===== config.mk =====
export PLATFORM = sky130hd
export DESIGN_NAME = mem_port_arbiter
export DESIGN_NICKNAME = d
export VERILOG_FILES = /design/src/rtl/mem_port_arbiter.sv
export SDC_FILE = /design/constraint.sdc
export NUM_CORES = 1
export LEC_CHECK = 0
export ABC_AREA = 1
export BUFFER_PORTS_ARGS = -buffer_cell sky130_fd_sc_hd__buf_2
export CAP_MARGIN = 20
export CORE_AREA = 2 2 108 110
export CTS_CLUSTER_DIAMETER = 60
export DETAILED_ROUTE_END_ITERATION = 8
export DIE_AREA = 0 0 110 112
export PLACE_DENSITY = 0.49
export SYNTH_ARGS = -nofsm -noshare
export SYNTH_HDL_FRONTEND = slang
export SYNTH_SLANG_ARGS = --single-unit

===== constraint.sdc =====
create_clock -name clk -period 0.9 [get_ports clk]
set_input_delay 0.18 -clock clk [delete_from_list [all_inputs] [get_ports clk]]
set_output_delay 0.18 -clock clk [all_outputs]
set_load 0.02 [all_outputs]

===== src/rtl/mem_port_arbiter.sv =====
// Arbitrates fetch and data ports onto one single-port synchronous memory (1-cycle read latency).
// Define MEM_ARB_STARVE_GUARD_EN to build the fetch starvation guard; otherwise data priority is absolute.
module mem_port_arbiter #(
  parameter int unsigned ADDR_W       = 32,
  parameter int unsigned DATA_W       = 32,
  parameter int unsigned STARVE_LIMIT = 4
) (
  input  logic                clk,
  input  logic                rst_n,
  input  logic                i_req,
  input  logic [ADDR_W-1:0]   i_addr,
  output logic                i_gnt,
  output logic                i_rvalid,
  output logic [DATA_W-1:0]   i_rdata,
  input  logic                d_req,
  input  logic                d_we,
  input  logic [ADDR_W-1:0]   d_addr,
  input  logic [DATA_W-1:0]   d_wdata,
  input  logic [DATA_W/8-1:0] d_mask,
  output logic                d_gnt,
  output logic                d_rvalid,
  output logic [DATA_W-1:0]   d_rdata,
  output logic [ADDR_W-1:0]   mem_addr,
  output logic                mem_ren,
  output logic                mem_wen,
  output logic [DATA_W-1:0]   mem_wdata,
  output logic [DATA_W/8-1:0] mem_mask,
  input  logic [DATA_W-1:0]   mem_rdata
);

  typedef enum logic [1:0] {
    IDLE   = 2'd0,
    RESP_I = 2'd1,
    RESP_D = 2'd2
  } resp_e;

  resp_e resp_q, resp_d;
  logic  fetch_win;

`ifdef MEM_ARB_STARVE_GUARD_EN
  localparam logic [3:0] LIMIT = 4'(STARVE_LIMIT);

  logic [3:0] starve_q, starve_d;
  logic       starved;

  assign starved   = (starve_q == LIMIT);
  assign fetch_win = i_req && (!d_req || starved);

  always_comb begin
    starve_d = '0;
    if (i_req && !i_gnt) begin
      starve_d = starved ? starve_q : starve_q + 4'd1;
    end
  end

  always_ff @(posedge clk or negedge rst_n) begin
    if (!rst_n) begin
      starve_q <= '0;
    end else begin
      starve_q <= starve_d;
    end
  end
`else
  assign fetch_win = i_req && !d_req;
`endif

  // Grants are gated by rst_n so nothing is issued while reset is held.
  always_comb begin
    i_gnt     = 1'b0;
    d_gnt     = 1'b0;
    mem_ren   = 1'b0;
    mem_wen   = 1'b0;
    mem_addr  = d_addr;
    mem_wdata = d_wdata;
    mem_mask  = '0;
    resp_d    = IDLE;
    if (rst_n) begin
      if (fetch_win) begin
        i_gnt    = 1'b1;
        mem_ren  = 1'b1;
        mem_addr = i_addr;
        resp_d   = RESP_I;
      end else if (d_req) begin
        d_gnt = 1'b1;
        if (d_we) begin
          mem_wen  = 1'b1;
          mem_mask = d_mask;
        end else begin
          mem_ren = 1'b1;
          resp_d  = RESP_D;
        end
      end
    end
  end

  always_ff @(posedge clk or negedge rst_n) begin
    if (!rst_n) begin
      resp_q <= IDLE;
    end else begin
      resp_q <= resp_d;
    end
  end

  assign i_rvalid = (resp_q == RESP_I);
  assign d_rvalid = (resp_q == RESP_D);
  assign i_rdata  = mem_rdata;
  assign d_rdata  = mem_rdata;

endmodule


== Word level (Yosys, flattened, before mapping) ==
Cells that the tools add are included.

* Flip-flop bits (word level): 2
* Bits in latches: 0
* RAM bits: 0
* Memory bits (read-only): 0
* Input bits: 137
* Output and inout port bits: 138
* Memories kept: 0

* $add $sub $neg: 0
* Multiply operators: 0
* Divide/modulo/power cells: 0
* $lt $le $gt $ge: 0
* Eq/ne operators: 2
* Shift-type cells: 0
* Muxes and demuxes: 23
* Bitwise operators: 0
* Reduce and logical (&&, ||, !) cells: 2

{| class="wikitable"
|+ Operators with widths
! kind !! count
|-
| 32-bit two-way mux || 2
|-
| 4-bit two-way mux || 4
|-
| 1-bit two-way mux || 13
|-
| 2-bit two-way mux || 4
|-
| 2-bit by 1-bit == test with 1-bit output (second input constant) || 1
|-
| 2-bit == test (second input constant) || 1
|-
| 1-bit logical AND || 1
|-
| 1-bit zero test || 1
|}

== Logic depth before layout (Yosys ltp) ==
* Word-level depth: 4
* Gate-level depth with buffers: 5

== Least setup slack after synthesis ==
Ideal clock, no wire load.

* Path type: in2out
* Start: in rst_n
* End: out mem_mask[0]
* Data arrival time: 0.978 ns
* Data required time: 0.720 ns
* Path slack: -0.258 ns
* Stages: 5
* Cell sequence: buf_4 -> nand2_1 -> inv_1 -> nand2_1 -> nor2_1

* Cells in the longest elaborated chain, start to end: 1

{| class="wikitable"
|+ Ends and longest elaborated chain
! what !! RTL line !! text
|-
| start, declared || 9 || <nowiki>input logic rst_n,</nowiki>
|-
| 4-bit two-way mux || 77 || <nowiki>if (rst_n) begin</nowiki>
|-
| end, declared || 27 || <nowiki>output logic [DATA_W/8-1:0] mem_mask,</nowiki>
|}

No other way between the ends.

== Worst setup path in the final report ==
* Start: in d_req
* End: out mem_addr[2]

* Cells in the longest elaborated chain, start to end: 4

{| class="wikitable"
|+ Ends and longest elaborated chain
! what !! RTL line !! text
|-
| start, declared || 15 || <nowiki>input logic d_req,</nowiki>
|-
| 1-bit zero test || 64 || <nowiki>assign fetch_win = i_req && !d_req;</nowiki>
|-
| 1-bit logical AND || 64 ||
|-
| 32-bit two-way mux || 78 || <nowiki>if (fetch_win) begin</nowiki>
|-
| 32-bit two-way mux || 77 ||
|-
| end, declared || 23 || <nowiki>output logic [ADDR_W-1:0] mem_addr,</nowiki>
|}

No other way between the ends.

==> metrics.txt <==
status complete, but fails checks; failing checks setup timing; Slew @ Worst Pin 0.129 ns; Routed Antenna Nets 0; delay-heaviest family, CP buffers and inverters; CTS Buffer Depth 2; EDFF count, synth 0; Tightest Hold Check Type in -> reg; Slew Viols, Final 0; critical hold path startpoint d_we; GP Congestion 0.660; clock sinks 2; Die ar. 12,300 sq um; RSZ-0062 raised after global routing true; Pre-Repair DR Iteration Count 5; final period utilization 1.19; post-CTS repair timing setup buffer count 0; Final TNS setup -5.33 ns; number of I/O pins 275; drt drc 0; final core utilization 0.173; largest net degree at the start of global routing 20; H-tree depth 1; PD cells 885 nW/um^2; # rows 39; Num CTS Buffers 3; CP max-delay cell buf_12; Gate Count Post-Synth 229; GRT Util Overall 0.0718; leakage 1.02 nW; Root Driver clkbuf_16; worst hold endpoint resp_q[1]$_DFF_PN0_; Reg area 50.0 sq um; Starting Density 0.124; multi-input logic area 658 sq um; Final Hold Viols 0; largest fanout on the critical path 19; Synthesized Nets 366; fill cell count 1,244; register area share after synthesis 0.0361; main flop type after synthesis dfrtp_1; Rel. slew slack 0.914; IO Port Bufs 114; Yosys top cell area share 0.546; most common cell in the netlist buf_4; vias in the first global route 1,310; crit path cell chain buf_6 -> inv_8 -> nand3_4 -> buf_12 -> nand2_1 -> nand2_2 -> buf_4; syn avg cell area 6.06 sq um; share of cells above drive strength 1 0.729; hpwl dp 3940 um; setup ws final -0.171 ns; post-synthesis register bit count 2; gr ovfl total 0; Yosys warnings 0; average wire per standard cell 13.1 um; Final Power 0.00171 W; antenna violations before repair 0; CP arrival 0.89 ns; area leader, netlist buf_4; Hold Path Cell Cnt 2; die width 110 um; max cap viols 0; largest registers resp_q x2; Layout area overhead 39.1%; max reg flops 2; CORE AREA 11,200 sq um; clock-pin slew on the worst setup and hold paths 0.03 ns; largest cells by area after synthesis buf_4 (55%), nand2_1 (18%), nand4_1 (14%); Final nets 386; total routed wirelength 5100 um; Iteration-0 DRC Markers 28; vias per inst 3.69; Yosys cell types 10; synthesized area 1390 sq um; highest clock rate 934 MHz; via count 1,441; first-pass GRT wire length 6720 um; Bufs and invs on worst path 4; Critical Path Max Stage Delay 0.17 ns; startpoint type of the worst setup path input port; die height 112 um; fraction of registers with async set/reset 1.00; antenna diode count 0; Commonest cells post-synth buf_4 (101), nand2_1 (66), nand4_1 (32), buf_2 (9), inv_1 (9); CP required 0.72 ns; crit path kind in -> out; final setup fails 36; VDD IR-drop max 0.000505 V; CTS tree yes; crit path capture type output pin; Top reg by flops resp_q; min cycle time layout 1.07 ns
[metrics by stage]
| stage | setup WS (ns) | hold slack, ns | cell area (sq um) | std cells |
|---|---|---|---|---|
| 3_5_place_dp | -0.288 | 0.234 | 1630 | 386 |
| 6_report | -0.171 | 0.230 | 1930 | 390 |
| 3_3_place_gp | -0.267 | 0.226 | 1630 | 386 |
| 2_1_floorplan | -0.0652 | -0.116 | 1510 | 229 |
| 5_1_grt | -0.210 | 0.240 | 1930 | 390 |
| 4_1_cts | -0.177 | 0.226 | 1820 | 390 |
[repair_timing]
action / CTS / global route
pin swaps: 4 / 4
hold buffers: 1 / 0
gates resized for setup: 35 / 39
setup endpoints to repair: 42 / 40
hold endpoints to repair: 2 / 0
[power by group]
part / internal, W / switching [W] / leakage (nW) / total [W]
clock: 0.000565 / 0.000101 / 0.0370 / 0.000666
sequential: 0.0000941 / 0.00000192 / 0.0269 / 0.0000960
combinational: 0.000447 / 0.000499 / 0.954 / 0.000946
total: 0.00111 / 0.000601 / 1.02 / 0.00171
[cells in the final DEF, fill, tap and decap left out]
cell type,netlist,layout
buf_2,9,77
nand2_2,0,42
nand4_1,32,32
nand2_1,66,22
buf_4,101,22
buf_6,0,16
buf_12,0,9
inv_1,9,7
nor2_4,0,4
clkbuf_16,0,3
nor2_1,7,2
dfrtp_1,2,2
inv_8,0,1
nand3_4,1,1
nand2_4,0,1
inv_4,0,1
nand2_8,0,1
nor2_2,0,1
inv_2,1,1
o21ai_1,0,1
dlygate4sd3_1,0,1
[per-layer routing]
layer / up-vias / routed length (um) / global-route usage
li1: 670 / - / -
met1: 628 / 1430 / 0.0588
met2: 106 / 2860 / 0.144
met3: 37 / 552 / 0.0146
met4: 0 / 262 / 0.0506
met5: - / 0 / 0
[logic make-up after synthesis]
| group | Yosys count | synth area share |
|---|---|---|
| flip-flops | 2 | 0.0361 |
| AND/OR/NAND/NOR | 106 | 0.354 |
| AO/OA/AOI/OAI | 1 | 0.00360 |
| buffers and inverters | 120 | 0.606 |
[worst max-delay path by stage]
stage          start           end  slack [ns]  cells after the start
6_report       d_req   mem_addr[2]       -0.17                      7
2_1_floorplan  rst_n   mem_mask[0]       -0.07                      5
4_1_cts        d_req   mem_addr[2]       -0.18                      7
3_5_place_dp   d_req  mem_addr[29]       -0.29                      6
3_3_place_gp   d_req  mem_addr[29]       -0.27                      6
5_1_grt        d_req   mem_addr[6]       -0.21                      7
[final cells by class]
type | count | area share
Timing Repair Buffer | 125 | 0.477
Inverter | 10 | 0.0246
Multi-Input combinational cell | 107 | 0.341
Sequential cell | 2 | 0.0259
Tap cell | 143 | 0.0927
Clock buffer | 3 | 0.0389
Note: power is estimated with default switching activity, not from simulation.
